$ cat config.mk
export PLATFORM = sky130hd
export DESIGN_NAME = seg4x7_monitor
export DESIGN_NICKNAME = d
export VERILOG_FILES = /design/src/rtl/seg7_pkg.sv /design/src/rtl/seg7_decode.sv /design/src/rtl/seg4x7_monitor.sv
export SDC_FILE = /design/constraint.sdc
export NUM_CORES = 1
export LEC_CHECK = 0
export ABC_CLOCK_PERIOD_IN_PS = 3800
export BUFFER_PORTS_ARGS = -buffer_cell sky130_fd_sc_hd__buf_2
export CORE_MARGIN = 8
export CORE_UTILIZATION = 45
export CTS_CLUSTER_DIAMETER = 50
export DETAILED_ROUTE_END_ITERATION = 8
export PLACE_DENSITY = 0.75
export SYNTH_ARGS = -nofsm -noshare
export SYNTH_HDL_FRONTEND = slang
export SYNTH_SLANG_ARGS = --single-unit
$ cat constraint.sdc
create_clock -name clk -period 3.8 [get_ports clk]
set_input_delay 0.76 -clock clk [delete_from_list [all_inputs] [get_ports clk]]
set_output_delay 0.76 -clock clk [all_outputs]
set_load 0.03 [all_outputs]
$ cat src/rtl/seg7_pkg.sv
// Shared seven-segment definitions: glyph table, bus bundle and
// monitor FSM encoding.
package seg7_pkg;

    localparam logic [6:0] SEG_BLANK = 7'h7F;

    // Active-low gfedcba glyphs, index = hex value
    localparam logic [15:0][6:0] GLYPHS = {
        7'h0E, 7'h06, 7'h21, 7'h46,
        7'h03, 7'h08, 7'h10, 7'h00,
        7'h78, 7'h02, 7'h12, 7'h19,
        7'h30, 7'h24, 7'h79, 7'h40
    };

    typedef enum logic [1:0] {
        ST_IDLE,
        ST_SETTLING,
        ST_HELD
    } state_t;

    typedef struct packed {
        logic [3:0] an;
        logic [6:0] seg;
        logic       dp;
    } bus_t;

endpackage

$ cat src/rtl/seg7_decode.sv
// Seven-segment glyph to hex nibble decoder; unknown patterns
// (blank included) flag err and return nibble 0.
module seg7_decode
    import seg7_pkg::*;
(
    input  logic [6:0] seg,
    output logic [3:0] nibble,
    output logic       err
);

    always_comb begin
        nibble = '0;
        err    = 1'b1;
        for (int i = 0; i < 16; i++) begin
            if (seg == GLYPHS[i]) begin
                nibble = 4'(i);
                err    = 1'b0;
            end
        end
    end

endmodule

$ cat src/rtl/seg4x7_monitor.sv
// Receive-side monitor for a multiplexed 4-digit seven-segment bus:
// debounces each digit dwell and republishes whole frames.
module seg4x7_monitor
    import seg7_pkg::*;
#(
    parameter int SETTLE  = 4,
    parameter int TIMEOUT = 1000000
) (
    input  logic        clk,
    input  logic        reset_n,
    input  logic [6:0]  seg,
    input  logic [3:0]  an,
    input  logic        dp,
    output logic [15:0] data,
    output logic [3:0]  dp_mask,
    output logic [3:0]  digit_err,
    output logic        frame_valid,
    output logic        stale
);

    localparam int CW = $clog2(SETTLE + 1);
    localparam int TW = $clog2(TIMEOUT + 1);

    bus_t          bus_q;
    bus_t          bus_prev;
    state_t        state;
    logic [CW-1:0] stable_cnt;
    logic [CW-1:0] next_cnt;
    logic [TW-1:0] idle_cnt;
    logic [15:0]   stg_data;
    logic [3:0]    stg_dp;
    logic [3:0]    stg_err;
    logic [3:0]    seen;
    logic [3:0]    seen_eff;
    logic [3:0]    dig;
    logic          pending;
    logic          legal;
    logic          changed;
    logic          capture;
    logic [3:0]    dec_nib;
    logic          dec_err;

    seg7_decode u_dec (
        .seg    (bus_q.seg),
        .nibble (dec_nib),
        .err    (dec_err)
    );

    always_comb begin
        dig      = ~bus_q.an;
        legal    = ($countones(dig) == 1);
        changed  = (bus_q != bus_prev);
        next_cnt = (state == ST_IDLE || changed)
                 ? CW'(1) : stable_cnt + 1'b1;
        capture  = legal
                 && (state != ST_HELD || changed)
                 && (next_cnt >= CW'(SETTLE));
        // seen is cleared on the completion edge, even if a capture lands there too
        seen_eff = pending ? 4'h0 : seen;
    end

    always_ff @(posedge clk or negedge reset_n) begin
        if (!reset_n) begin
            bus_q      <= '0;
            bus_prev   <= '0;
            state      <= ST_IDLE;
            stable_cnt <= '0;
        end else begin
            bus_q.an   <= an;
            bus_q.seg  <= seg;
            bus_q.dp   <= dp;
            bus_prev   <= bus_q;
            if (!legal) begin
                state      <= ST_IDLE;
                stable_cnt <= '0;
            end else if (capture) begin
                state      <= ST_HELD;
                stable_cnt <= next_cnt;
            end else if (state != ST_HELD || changed) begin
                state      <= ST_SETTLING;
                stable_cnt <= next_cnt;
            end
        end
    end

    always_ff @(posedge clk or negedge reset_n) begin
        if (!reset_n) begin
            stg_data <= '0;
            stg_dp   <= '0;
            stg_err  <= '0;
            seen     <= '0;
            pending  <= 1'b0;
        end else begin
            if (capture) begin
                for (int i = 0; i < 4; i++) begin
                    if (dig[i]) begin
                        stg_data[4*i +: 4] <= dec_nib;
                        stg_dp[i]          <= ~bus_q.dp;
                        stg_err[i]         <= dec_err;
                    end
                end
            end
            seen    <= capture ? (seen_eff | dig) : seen_eff;
            pending <= capture && ((seen_eff | dig) == 4'hF);
        end
    end

    always_ff @(posedge clk or negedge reset_n) begin
        if (!reset_n) begin
            data        <= '0;
            dp_mask     <= '0;
            digit_err   <= '0;
            frame_valid <= 1'b0;
            idle_cnt    <= '0;
        end else begin
            frame_valid <= pending;
            if (pending) begin
                data      <= stg_data;
                dp_mask   <= stg_dp;
                digit_err <= stg_err;
            end
            if (capture)
                idle_cnt <= '0;
            else if (idle_cnt != TW'(TIMEOUT))
                idle_cnt <= idle_cnt + 1'b1;
        end
    end

    assign stale = (idle_cnt == TW'(TIMEOUT));

endmodule

Word-level counts from Yosys, hierarchy flattened
Cells that the tools add are included.
{"block": "classes", "addsub": 5, "multipliers": 0, "div_mod_pow": 0, "n_lt_le_gt_ge": 1, "eq_ne": 22, "n_shift": 0, "muxes": 42, "n_bitwise": 3, "n_reduce_logical": 12}
{"cell": "2-to-1 mux 20 bit", "n": 2}
{"cell": "2-to-1 mux 4 bit", "n": 10}
{"cell": "equality test 7 bit, second input constant", "n": 4}
{"cell": "2-to-1 mux 3 bit", "n": 8}
{"cell": "equality test 7 x 5 -> 1 bit, second input constant", "n": 3}
{"cell": "equality test 7 x 6 -> 1 bit, second input constant", "n": 3}
{"cell": "adder 20 x 1 -> 20 bit, second input constant", "n": 1}
{"cell": "equality test 20 bit, second input constant", "n": 1}
{"cell": "!= test 20 bit, second input constant", "n": 1}
{"cell": "2-to-1 mux 1 bit", "n": 17}
{"cell": "equality test 7 x 2 -> 1 bit, second input constant", "n": 2}
{"cell": "equality test 7 x 4 -> 1 bit, second input constant", "n": 2}
{"cell": "!= test 12 bit", "n": 1}
{"cell": "2-to-1 mux 2 bit", "n": 5}
{"cell": "AND reduction 2 bit", "n": 4}
{"cell": "equality test 7 x 3 -> 1 bit, second input constant", "n": 1}
{"cell": "zero test 7 bit", "n": 1}
{"cell": "adder 1 x 1 -> 2 bit", "n": 2}
{"cell": "equality test 4 bit, second input constant", "n": 1}
{"cell": "inverter 4 bit", "n": 1}
{"cell": "bitwise OR 4 bit", "n": 1}
{"cell": "adder 2 x 2 -> 3 bit", "n": 1}
{"cell": "adder 3 x 1 -> 3 bit, second input constant", "n": 1}
{"cell": "equality test 3 x 1 -> 1 bit, second input constant", "n": 1}
{"cell": "8 further kinds", "n": 11}
{"block": "totals", "register_bits": 103, "latchBits": 0, "ramBits": 0, "rom_bits": 0, "inputBits": 14, "elab_cells": 112, "memories": 0}

Logic depth before layout (Yosys ltp)
Gate-level depths: netlist of run 1.
{"block": "logic_depth", "word_depth": 17, "ltp_mapped": 10, "mapped_depth_nobuf": 9}

Cells and area by module
Synthesis of run 1 repeated with hierarchy kept, for this count alone.
{"block": "unflattened", "cells_unflattened": 383, "hier_area_um2": 4657.0}
{"mod": "seg4x7_monitor", "n_inst": 1, "cells_each": 322, "area_per_inst_um2": 4272.8}
{"mod": "seg7_decode", "n_inst": 1, "cells_each": 61, "area_per_inst_um2": 384.1}

Least setup slack after synthesis of run 1
No wires, ideal clock.
{"block": "synth_path", "kind": "reg2reg", "from": "reg bus_q[8] in the netlist's numbering", "to": "reg stg_data[14]", "setup_time_ns": 0.125, "arrival_time_ns": 2.842, "required_ns": 3.675, "setup_slack_ns": 0.834, "stages_incl_launch_ff": 10, "n_path_buf": 0, "period_less_slack_ns": 2.966, "cell_sequence": "dfrtp_1 > fa_1 > inv_1 > ha_1 > ha_1 > or3b_2 > inv_1 > nand4_4 > nor3_4 > mux2_2"}
{"block": "synth_via", "elab_chain_cells": 7, "word_cells_on_any_way": 12, "cone_classes": "add/sub: 2; order compare: 1; eq/ne: 2; mux: 1; bitwise: 1; reduce/logical: 5"}
{"item": "from (decl)", "line": "seg4x7_monitor.sv:24", "text": "bus_t bus_q;"}
{"item": "parallel branches: the longest is 5 deep, another holds >= comparator 3 bit"}
{"item": "logical AND 1 bit (*)", "line": "seg4x7_monitor.sv:57", "text": "&& (next_cnt >= CW'(SETTLE));"}
{"item": "AND reduction 2 bit (no line) (*)"}
{"item": "to (signal, indexed assignment)", "line": "seg4x7_monitor.sv:97", "text": "stg_data[4*i +: 4] <= dec_nib;"}
{"item": "to (decl)", "line": "seg4x7_monitor.sv:30", "text": "logic [15:0] stg_data;"}
Mark *: on every way between the ends.
A chain may end at the register's enable or synchronous reset.

Worst setup path in the final report of run 1
{"block": "layout_path", "from": "reg bus_q[8] in the netlist's numbering", "to": "reg stg_err[3]"}
{"block": "layout_via", "elab_chain_cells": 7, "word_cells_on_any_way": 12, "cone_classes": "add/sub: 2; order compare: 1; eq/ne: 2; mux: 1; bitwise: 1; reduce/logical: 5"}
{"item": "parallel branches: the longest is 5 deep, another holds >= comparator 3 bit"}
{"item": "logical AND 1 bit (*)", "line": "seg4x7_monitor.sv:57"}
{"item": "AND reduction 2 bit (no line) (*)"}
{"item": "to (signal, indexed assignment)", "line": "seg4x7_monitor.sv:99", "text": "stg_err[i] <= dec_err;"}
{"item": "to (decl)", "line": "seg4x7_monitor.sv:32", "text": "logic [3:0] stg_err;"}
Marks and branches as above.

==> flow_metrics.env, run 1 <==
export IMPL_final_common_cell="dfrtp_1"
export IMPL_place_area_um2=4790
export IMPL_grt_max_degree=93
export IMPL_r2r_cells=9
export IMPL_clockRootBuffer="clkbuf_8"
export IMPL_synth_cells=371
export IMPL_design_area_um2=4980
export IMPL_cts_setup_buffers=0
export IMPL_p_comb_share_pct=4.4
export IMPL_portBuffers=39
export IMPL_routed_via_density=5.16
export IMPL_hold_path_end="bus_q[6]"
export IMPL_async_reset_ff_share_pct=100
export IMPL_hold_class="input port to flop"
export IMPL_grt_usage_pct=13.9
export IMPL_maxSlewViolCount=0
export IMPL_antenna_left=0
export IMPL_rsz0062_at_grt="false"
export IMPL_ys_flop_type="dfrtp_1"
export IMPL_ys_seq_elements=103
export IMPL_outcome="finished clean"
export IMPL_vias=2833
export IMPL_synth_cell_types=48
export IMPL_fmax_ghz=0.294
export IMPL_setup_viol=0
export IMPL_clk_pin_slew_ps=100
export IMPL_initial_utilization_pct=45.9
export IMPL_syn_area_per_cell_um2=12.0
export IMPL_std_cell_rows=36
export IMPL_drt_iter0_drc=195
export IMPL_synth_warnings=0
export IMPL_reg2reg_from="bus_q[8]"
export IMPL_vdd_ir_drop_worst_mv=0.211
export IMPL_num_io_pins=40
export IMPL_chipHeight_um=116
export IMPL_place_ws_ps=398
export IMPL_wire_per_inst_um=15.2
export IMPL_dr_pass1_iters=4
export IMPL_critPathArrivalTime_ps=3700
export IMPL_core_um2=9730
export IMPL_cts_hold_buf=0
export IMPL_min_path_cells=1
export IMPL_syn_to_final_growth_pct=11.4
export IMPL_numClockSinks=103
export IMPL_cap_violations=0
export IMPL_hold_ws_ps=484
export IMPL_layout_common_cells="103 x dfrtp_1, 38 x buf_2, 32 x mux2_2"
export IMPL_cp_end_kind="flop"
export IMPL_pwr_share_seq_pct=60.7
export IMPL_cts_made_buffers=9
export IMPL_synth_edf_count=0
export IMPL_cp_start_kind="flop"
export IMPL_pwr_share_clk_pct=34.9
export IMPL_hold_violations=0
export IMPL_tns_ps=0
export IMPL_syn_cell_area_um2=4470
export IMPL_internal_power_w=0.00141
export IMPL_remaining_drc_errors=0
export IMPL_die_w_um=116
export IMPL_crit_required_ps=4100
export IMPL_tightest_slew_ps=1100
export IMPL_antenna_found_initial=0
export IMPL_cts_resized=0
export IMPL_fin_util_pct=51.2
export IMPL_final_nets=431
export IMPL_fin_crit_sh_pct=89.4
export IMPL_critical_path_class="flop to flop"
export IMPL_gr_total_overflow=0
export IMPL_n_antenna_cell=0
export IMPL_dp_hpwl_um=6020
export IMPL_layout_setup_ws_ps=401
export IMPL_p_sw_w=0.000464
export IMPL_cts_tree="built"
export IMPL_worst_clock_skew_ps=11.6
export IMPL_ys_seq_area_share_pct=57.7
export IMPL_grt_pass1_vias=2938
export IMPL_p_sw_share_pct=24.8
export IMPL_clockBufferDepth=2
export IMPL_die_area_um2=13400
export IMPL_fin_crit_ps=3400
export IMPL_htreeDepth=3
export IMPL_synth_nets=391
export IMPL_gp_congestion=0.827
export IMPL_powerDensity_nw_per_um2=376
export IMPL_critPathMaxFanout=16
export IMPL_insertion_delay_ps=370
export IMPL_wirelength_um=8340
export IMPL_grt_pass1_wl_um=14400
export IMPL_maxSlewHeadroom_pct=26.4
export IMPL_power_leakage_nw=2.41
export IMPL_r2r_setup_slack_ps=400
export IMPL_min_from="seg[5]"
export IMPL_timing_rr_end="stg_err[3]"
export IMPL_layout_drive_gt1_share_pct=25.5
-- state kept, by name (all words and copies together), names as in the netlist --
register / cells
state: 2
stg_err: 4
digit_err: 4
data: 16
dp_mask: 4
seen: 4
bus_prev: 12
pending: 1
stable_cnt: 3
frame_valid: 1
stg_data: 16
bus_q: 12
idle_cnt: 20
stg_dp: 4
-- cell families (layout without fill, tap and decap cells) --
| kind of cell | count (synthesis) | in the layout | share of synthesized area (%) |
|---|---|---|---|
| AOI/OAI and AO/OA | 43 | 43 | 5.68 |
| adders and majority gates | 6 | 6 | 1.85 |
| buffers and inverters | 30 | 75 | 2.97 |
| and+or+nand+nor | 116 | 116 | 15.5 |
| muxes | 41 | 41 | 10.1 |
| DFF | 103 | 103 | 57.7 |
| xor gates and xnor gates | 32 | 32 | 6.27 |
-- power by group through the flow --
stage	Clock (W)	Sequential (W)	Combinational [W]
floorplan	0	0.00115	0.0000527
global placement	0	0.00116	0.0000818
detailed placement	0	0.00116	0.0000841
CTS	0.000679	0.00114	0.0000847
global route	0.000727	0.00114	0.0000951
finish	0.000654	0.00114	0.0000818
-- worst max path at each step --
stage	from	endpoint	slack, ps	cells after the start
floorplan	bus_q[8]	stg_data[14]	830	9
global placement	bus_q[8]	stg_data[11]	470	9
detailed placement	bus_q[8]	stg_data[11]	400	9
CTS	bus_q[8]	stg_err[3]	380	9
global route	bus_q[8]	stg_dp[3]	50	9
finish	bus_q[8]	stg_err[3]	400	9
-- critical path, stage by stage (launching register included) --
cell and delay [ps]:
dfrtp_1 500, fa_1 570, inv_1 40, ha_1 170
ha_1 260, or3b_2 510, nor3_1 160, nand4_1 460
or2_2 500, o21ai_0 160
-- stage by stage --
| stage | power, W | std cells |
|---|---|---|
| after detailed placement | 0.00124 | 533 |
| after global placement | 0.00124 | 533 |
| after CTS | 0.00190 | 549 |
| final | 0.00187 | 549 |
| after floorplan | 0.00120 | 371 |
| after global routing | 0.00196 | 549 |
-- routing by layer --
metal | up-vias | routed length, µm | global-route usage (%)
li1 | 1371 | - | -
met1 | 1405 | 3700 | 16.8
met2 | 46 | 4090 | 22.9
met3 | 11 | 419 | 5.05
met4 | 0 | 127 | 3.98
met5 | - | 0 | 0
-- cell usage after synthesis, types with 3 or more instances --
master,number,area (µm²)
nand2b_1,10,62.6
xnor2_1,8,70.1
xor2_1,24,210
nor4_1,3,18.8
and3_1,4,25.0
ha_1,5,62.6
o21ai_0,23,115
nor4_2,4,50.1
inv_1,17,63.8
dfrtp_1,103,2580
nand2_1,14,52.6
nand4_1,6,37.5
clkbuf_1,7,26.3
a21oi_1,7,35.0
buf_2,4,20.0
mux2i_1,9,90.1
nand3_1,14,70.1
nor3_1,7,35.0
nor3_4,3,48.8
nor2_1,31,116
mux2_2,32,360
-- area by class of cell --
cell class                 count  area [µm²]
clock buffer                  10         138
timing repair buffer          42         220
sequential                   103        2580
multi-input combinational    238        1760
inverter                      17        63.8
fill                         855        4750
tap                          133         166
clock inverter                 6        53.8
No activity file was read; power rests on OpenSTA's default activity.
==> inputs of run 2 (changes only) <==
--- a/config.mk
+++ b/config.mk
@@ -8,10 +8,10 @@
 export ABC_CLOCK_PERIOD_IN_PS = 3800
 export BUFFER_PORTS_ARGS = -buffer_cell sky130_fd_sc_hd__buf_2
 export CORE_MARGIN = 8
-export CORE_UTILIZATION = 45
+export CORE_UTILIZATION = 40
 export CTS_CLUSTER_DIAMETER = 50
 export DETAILED_ROUTE_END_ITERATION = 8
-export PLACE_DENSITY = 0.75
+export PLACE_DENSITY = 0.69
 export SYNTH_ARGS = -nofsm -noshare
 export SYNTH_HDL_FRONTEND = slang
 export SYNTH_SLANG_ARGS = --single-unit
==> run 2 against run 1 <==
Against the previous run: first-iteration DRC count down 35%; fmax grew 6.2%; critical path depth did not move; setup slack gained 200 ps; clock power is 2% lower; hold slack got worse by 3.5 ps; sequential power barely moved; combinational power shrank 0.6%; total power fell by 0.56%; utilization decreased by 5.4 points; global-route usage fell by 1.7 points; cell count is 1.5% higher; critical endpoint is now stg_data[7]; largest cell class unchanged.
==> flow_metrics.env, run 2 (synthesis results as in run 1) <==
export IMPL_outcome="finished clean"
export IMPL_worst_clock_skew_ps=16.3
export IMPL_design_area_um2=4990
export IMPL_cts_made_buffers=9
export IMPL_layout_drive_gt1_share_pct=25.4
export IMPL_crit_family="adder cells"
export IMPL_cp_end_kind="flop"
export IMPL_grt_pass1_wl_um=14200
export IMPL_largest_register="idle_cnt"
export IMPL_antenna_left=0
export IMPL_critPathMaxFanout=8
export IMPL_crit_required_ps=4060
export IMPL_final_nets=432
export IMPL_core_um2=10900
export IMPL_crit_chain="fa_1 > inv_1 > ha_1 > ha_1 > or3b_2 > inv_1 > nand4_4 > nor3_4 > mux2_2"
export IMPL_dr_pass1_iters=5
export IMPL_place_area_um2=4800
export IMPL_hold_class="input port to flop"
export IMPL_power_total_w=0.00186
export IMPL_grtUsageMet2_pct=17.9
export IMPL_cts_hold_buf=0
export IMPL_fin_util_pct=45.8
export IMPL_maxSlewViolCount=0
export IMPL_fill_cells=982
export IMPL_clk_pin_slew_ps=100
export IMPL_vias=2822
export IMPL_place_ws_ps=600
export IMPL_largest_register_ffs=20
export IMPL_grt_util_met3_pct=3.93
export IMPL_rsz0062_at_grt="false"
export IMPL_syn_to_final_growth_pct=11.6
export IMPL_layout_common_cells="103 x dfrtp_1, 38 x buf_2, 32 x mux2_2"
export IMPL_tns_ps=0
export IMPL_std_cell_rows=38
export IMPL_tightest_slew_ps=1140
export IMPL_cp_start_kind="flop"
export IMPL_cts_setup_buffers=0
export IMPL_portBuffers=39
export IMPL_antenna_found_initial=0
export IMPL_grt_usage_pct=12.2
export IMPL_n_antenna_cell=0
export IMPL_numClockSinks=103
export IMPL_initial_utilization_pct=41.1
export IMPL_met1_usage_pct=16.3
export IMPL_powerDensity_nw_per_um2=374
export IMPL_power_leakage_nw=2.40
export IMPL_fin_crit_sh_pct=84.2
export IMPL_critical_path_max_stage_delay_ps=580
export IMPL_gp_congestion=0.829
export IMPL_cts_tree="built"
export IMPL_critical_path_class="flop to flop"
export IMPL_setup_viol=0
export IMPL_gr_total_overflow=0
export IMPL_cpMaxStageDelayCell="fa_1"
export IMPL_fmax_ghz=0.313
export IMPL_fin_crit_ps=3200
export IMPL_die_w_um=122
export IMPL_top_regs="idle_cnt (20), data (16), stg_data (16)"
export IMPL_critPathArrivalTime_ps=3460
export IMPL_vdd_ir_drop_worst_mv=0.191
export IMPL_layout_setup_ws_ps=601
export IMPL_top_usage_layer="met2"
export IMPL_remaining_drc_errors=0
export IMPL_clockRootBuffer="clkbuf_8"
export IMPL_htreeDepth=3
export IMPL_final_common_cell="dfrtp_1"
export IMPL_chipHeight_um=122
export IMPL_path_buf_inv=2
export IMPL_insertion_delay_ps=380
export IMPL_drt_iter0_drc=127
export IMPL_cts_resized=0
export IMPL_hold_violations=0
export IMPL_dp_hpwl_um=5900
export IMPL_die_area_um2=14800
export IMPL_wire_per_inst_um=15.1
export IMPL_clockBufferDepth=2
export IMPL_wirelength_um=8400
export IMPL_routed_via_density=5.07
export IMPL_cap_violations=0
export IMPL_maxSlewHeadroom_pct=24.3
export IMPL_grt_max_degree=81
export IMPL_num_io_pins=40
export IMPL_grt_pass1_vias=2808
==> run 2: cell types whose count changed in the layout (fill, tap and decap cells not counted), sizes merged <==
cell	previous run	this run
clkbuf	10	11
clkinv	4	2
buf	42	43
clkinvlp	0	1
==> run 2: worst register-to-register path, delay by kind of cell, from the launching register on <==
| family | cells | cell delay, ps |
|---|---|---|
| multiplexers | 1 | 370 |
| adder cells (fa/ha/maj) | 3 | 1030 |
| AND/OR/NAND/NOR | 3 | 1020 |
| flip-flops | 1 | 520 |
| buffers and inverters | 2 | 160 |
==> run 2: cell type report <==
cell class | instances | area (µm²) | area share, %
flip-flops and latches | 103 | 2580 | 51.7
well taps | 140 | 175 | 3.51
multi-input cells | 238 | 1760 | 35.3
repair buffers | 43 | 228 | 4.57
inverters | 17 | 63.8 | 1.28
clock buffers | 11 | 141 | 2.83
clock inverters | 5 | 41.3 | 0.828
==> run 2: final timing paths <==
kind                       depth (start not counted)  slack, ps  startpoint     endpoint
min in group asynchronous                          1        510     reset_n     bus_q[5]
hold reg to reg                                    2        490     seen[2]      seen[2]
hold / removal                                     1        480      seg[4]     bus_q[5]
setup / recovery                                   9        600    bus_q[8]  stg_data[7]
setup reg to reg                                   9        600    bus_q[8]  stg_data[7]
max in group asynchronous                          2       2510     reset_n      data[4]
==> run 2: routing by layer <==
metal	vias to the layer above	routed length, µm
li1	1368	-
met1	1390	4080
met2	54	3780
met3	10	393
met4	0	147
met5	-	0
==> run 2: per-stage QoR <==
stage          cells  hold WS, ps
6_report         557          481
2_1_floorplan    371          352
3_3_place_gp     541          457
3_5_place_dp     541          464
5_1_grt          557          458
4_1_cts          557          463
==> run 2: power by group <==
group | internal (W) | switching (W)
registers | 0.00111 | 0.0000270
logic | 0.0000298 | 0.0000515
clock network | 0.000263 | 0.000379
total | 0.00141 | 0.000458
==> inputs of run 3 (changes only) <==
--- a/config.mk
+++ b/config.mk
@@ -5,7 +5,8 @@
 export SDC_FILE = /design/constraint.sdc
 export NUM_CORES = 1
 export LEC_CHECK = 0
-export ABC_CLOCK_PERIOD_IN_PS = 3800
+export ABC_AREA = 1
+export ABC_CLOCK_PERIOD_IN_PS = 3350
 export BUFFER_PORTS_ARGS = -buffer_cell sky130_fd_sc_hd__buf_2
 export CORE_MARGIN = 8
 export CORE_UTILIZATION = 40
==> constraint.sdc (replaced) <==
create_clock -name clk -period 3.35 [get_ports clk]
set_input_delay 0.67 -clock clk [delete_from_list [all_inputs] [get_ports clk]]
set_output_delay 0.67 -clock clk [all_outputs]
set_load 0.03 [all_outputs]
==> run 3 against run 2 <==
Against the previous run: sequential cell count stayed put; fmax rose by 15%; count of clock-buffer cells in the layout is 2 lower; die area grew 3.4%; setup slack got worse by 41 ps; synthesized area up 4.0%; critical path type unchanged.
==> flow_metrics.env, run 3 <==
export IMPL_stdcell_count=735
export IMPL_core_um2=11400
export IMPL_hold_class="flop to flop"
export IMPL_rsz0062_at_grt="false"
export IMPL_cap_violations=0
export IMPL_syn_cell_area_um2=4650
export IMPL_powerDensity_nw_per_um2=453
export IMPL_antenna_left=0
export IMPL_synth_warnings=0
export IMPL_num_io_pins=40
export IMPL_cp_start_kind="flop"
export IMPL_dp_hpwl_um=6580
export IMPL_tns_ps=0
export IMPL_portBuffers=39
export IMPL_maxSlewHeadroom_pct=29.6
export IMPL_std_cell_rows=39
export IMPL_antenna_found_initial=0
export IMPL_routed_via_density=4.89
export IMPL_maxSlewViolCount=0
export IMPL_die_w_um=124
export IMPL_largest_register_ffs=20
export IMPL_gp_congestion=0.820
export IMPL_cts_hold_buf=0
export IMPL_n_antenna_cell=0
export IMPL_gr_total_overflow=0
export IMPL_outcome="finished clean"
export IMPL_grt_max_degree=86
export IMPL_critPathArrivalTime_ps=3030
export IMPL_cp_end_kind="flop"
export IMPL_top_usage_layer="met2"
export IMPL_syn_to_final_growth_pct=13.3
export IMPL_fin_crit_sh_pct=83.3
export IMPL_tightest_slew_ps=1060
export IMPL_cts_made_buffers=9
export IMPL_drt_iter0_drc=392
export IMPL_fin_crit_ps=2790
export IMPL_initial_utilization_pct=40.9
export IMPL_ys_seq_elements=103
export IMPL_cts_resized=0
export IMPL_yosys_area_top_type="dfrtp_1"
export IMPL_remaining_drc_errors=0
export IMPL_clockBufferDepth=2
export IMPL_top_regs="idle_cnt (20), data (16), stg_data (16)"
export IMPL_met1_usage_pct=16.5
export IMPL_async_reset_ff_share_pct=100
export IMPL_wire_per_inst_um=12.8
export IMPL_dp_cells=719
export IMPL_ys_flop_type="dfrtp_1"
export IMPL_final_common_cell="nand2_1"
export IMPL_synth_cells=543
export IMPL_critical_path_class="flop to flop"
export IMPL_grt_pass1_wl_um=16300
export IMPL_critPathMaxFanout=36
export IMPL_final_nets=607
export IMPL_synth_most_common_cell="nand2_1"
export IMPL_synth_nets=563
export IMPL_synth_area_leaders="dfrtp_1 55%, nand2_1 16%, nand3_1 4.7%"
export IMPL_htreeDepth=3
export IMPL_hold_violations=0
export IMPL_dr_pass1_iters=4
export IMPL_vias=3596
export IMPL_wirelength_um=9400
export IMPL_power_leakage_nw=2.87
export IMPL_clockRootBuffer="clkbuf_16"
export IMPL_largest_register="idle_cnt"
export IMPL_grtUsageMet2_pct=21.9
export IMPL_syn_area_per_cell_um2=8.56
export IMPL_fmax_ghz=0.358
export IMPL_synth_cell_types=31
export IMPL_worst_clock_skew_ps=7.60
export IMPL_cts_setup_buffers=0
export IMPL_vdd_ir_drop_worst_mv=0.242
export IMPL_layout_common_cells="200 x nand2_1, 103 x dfrtp_1, 52 x nor2_1"
export IMPL_layout_drive_gt1_share_pct=13.7
export IMPL_grt_pass1_vias=3519
export IMPL_setup_viol=0
export IMPL_synth_top_area_share_pct=55.5
export IMPL_chipHeight_um=124
export IMPL_synthTopCellsByCount="200 x nand2_1, 103 x dfrtp_1, 52 x nor2_1, 44 x inv_1, 44 x nand3_1"
export IMPL_ys_seq_area_share_pct=55.5
export IMPL_cts_tree="built"
export IMPL_grt_usage_pct=13.3
export IMPL_insertion_delay_ps=350
export IMPL_die_area_um2=15300
export IMPL_grt_util_met3_pct=3.13
export IMPL_clk_pin_slew_ps=70
export IMPL_crit_required_ps=3590
export IMPL_numClockSinks=103
export IMPL_synth_edf_count=0
[run 3: changes by cell type after synthesis, sizes merged, moves of 9 or more]
cell	previous run	this run
nand2	14	202
nor3	10	20
nand2b	11	0
nor2	31	58
o21ai	23	6
inv	17	51
xor2	24	10
mux2	32	0
mux2i	9	0
nand3	14	49
[run 3: where the power goes]
| part | switching (W) | internal (W) | total (W) |
|---|---|---|---|
| sequential | 0.0000214 | 0.00126 | 0.00128 |
| combinational | 0.0000786 | 0.0000336 | 0.000112 |
| clock | 0.000482 | 0.000510 | 0.000992 |
| total | 0.000582 | 0.00181 | 0.00239 |
[run 3: worst paths after layout]
path / startpoint / end / slack [ps] / cells past startpoint
min in group asynchronous: reset_n / bus_q[4] / 500 / 1
min reg2reg: bus_q[0] / bus_prev[0] / 410 / 0
max in group asynchronous: reset_n / data[14] / 2060 / 2
max reg2reg: bus_q[8] / idle_cnt[19] / 560 / 10
max: bus_q[8] / idle_cnt[19] / 560 / 10
min: bus_q[0] / bus_prev[0] / 410 / 0
[run 3: per-layer routing]
metal,wire length [µm],up-vias
met2,4360,80
met3,551,11
met4,154,0
met1,4340,1709
met5,0,-
li1,-,1796
[run 3: per-stage QoR]
step                hold slack [ps]  power (W)  instance area, µm²  worst slack [ps]  utilization [%]
detailed placement              399    0.00142                4980               554             43.8
CTS                             415    0.00241                5270               543             46.3
floorplan                       352    0.00137                4650               926                -
global route                    416    0.00248                5270               339             46.3
finish                          407    0.00239                5270               560             46.3
global placement                388    0.00142                4980               614             43.8
[run 3: cell families (layout without fill, tap and decap cells)]
family                   count (synthesis)  count (layout)  share of synthesized area (%)
AO/OA/AOI/OAI                           13              13                           1.53
adder cells (fa/ha/maj)                  6               6                           1.78
AND/OR/NAND/NOR                        344             344                           32.5
buffers and inverters                   61             110                           5.57
flip-flops                             103             103                           55.5
XOR/XNOR                                16              16                           3.18
[run 3: area by class of cell]
type	count	area [µm²]
clock buffer	9	225
clock inverter	7	57.6
fill	1085	6100
inverter	52	195
multi-input combinational	379	1810
sequential	103	2580
tap	143	179
timing repair buffer	42	220
[run 3: worst max-delay path: stages, from the launching register on]
cell and delay [ps]:
dfrtp_1 450, fa_1 550, inv_1 40, ha_1 170, ha_1 310, nor3_4 320
nand4_4 170, nor2_8 380, inv_1 150, nand2_1 90, nor2_1 40
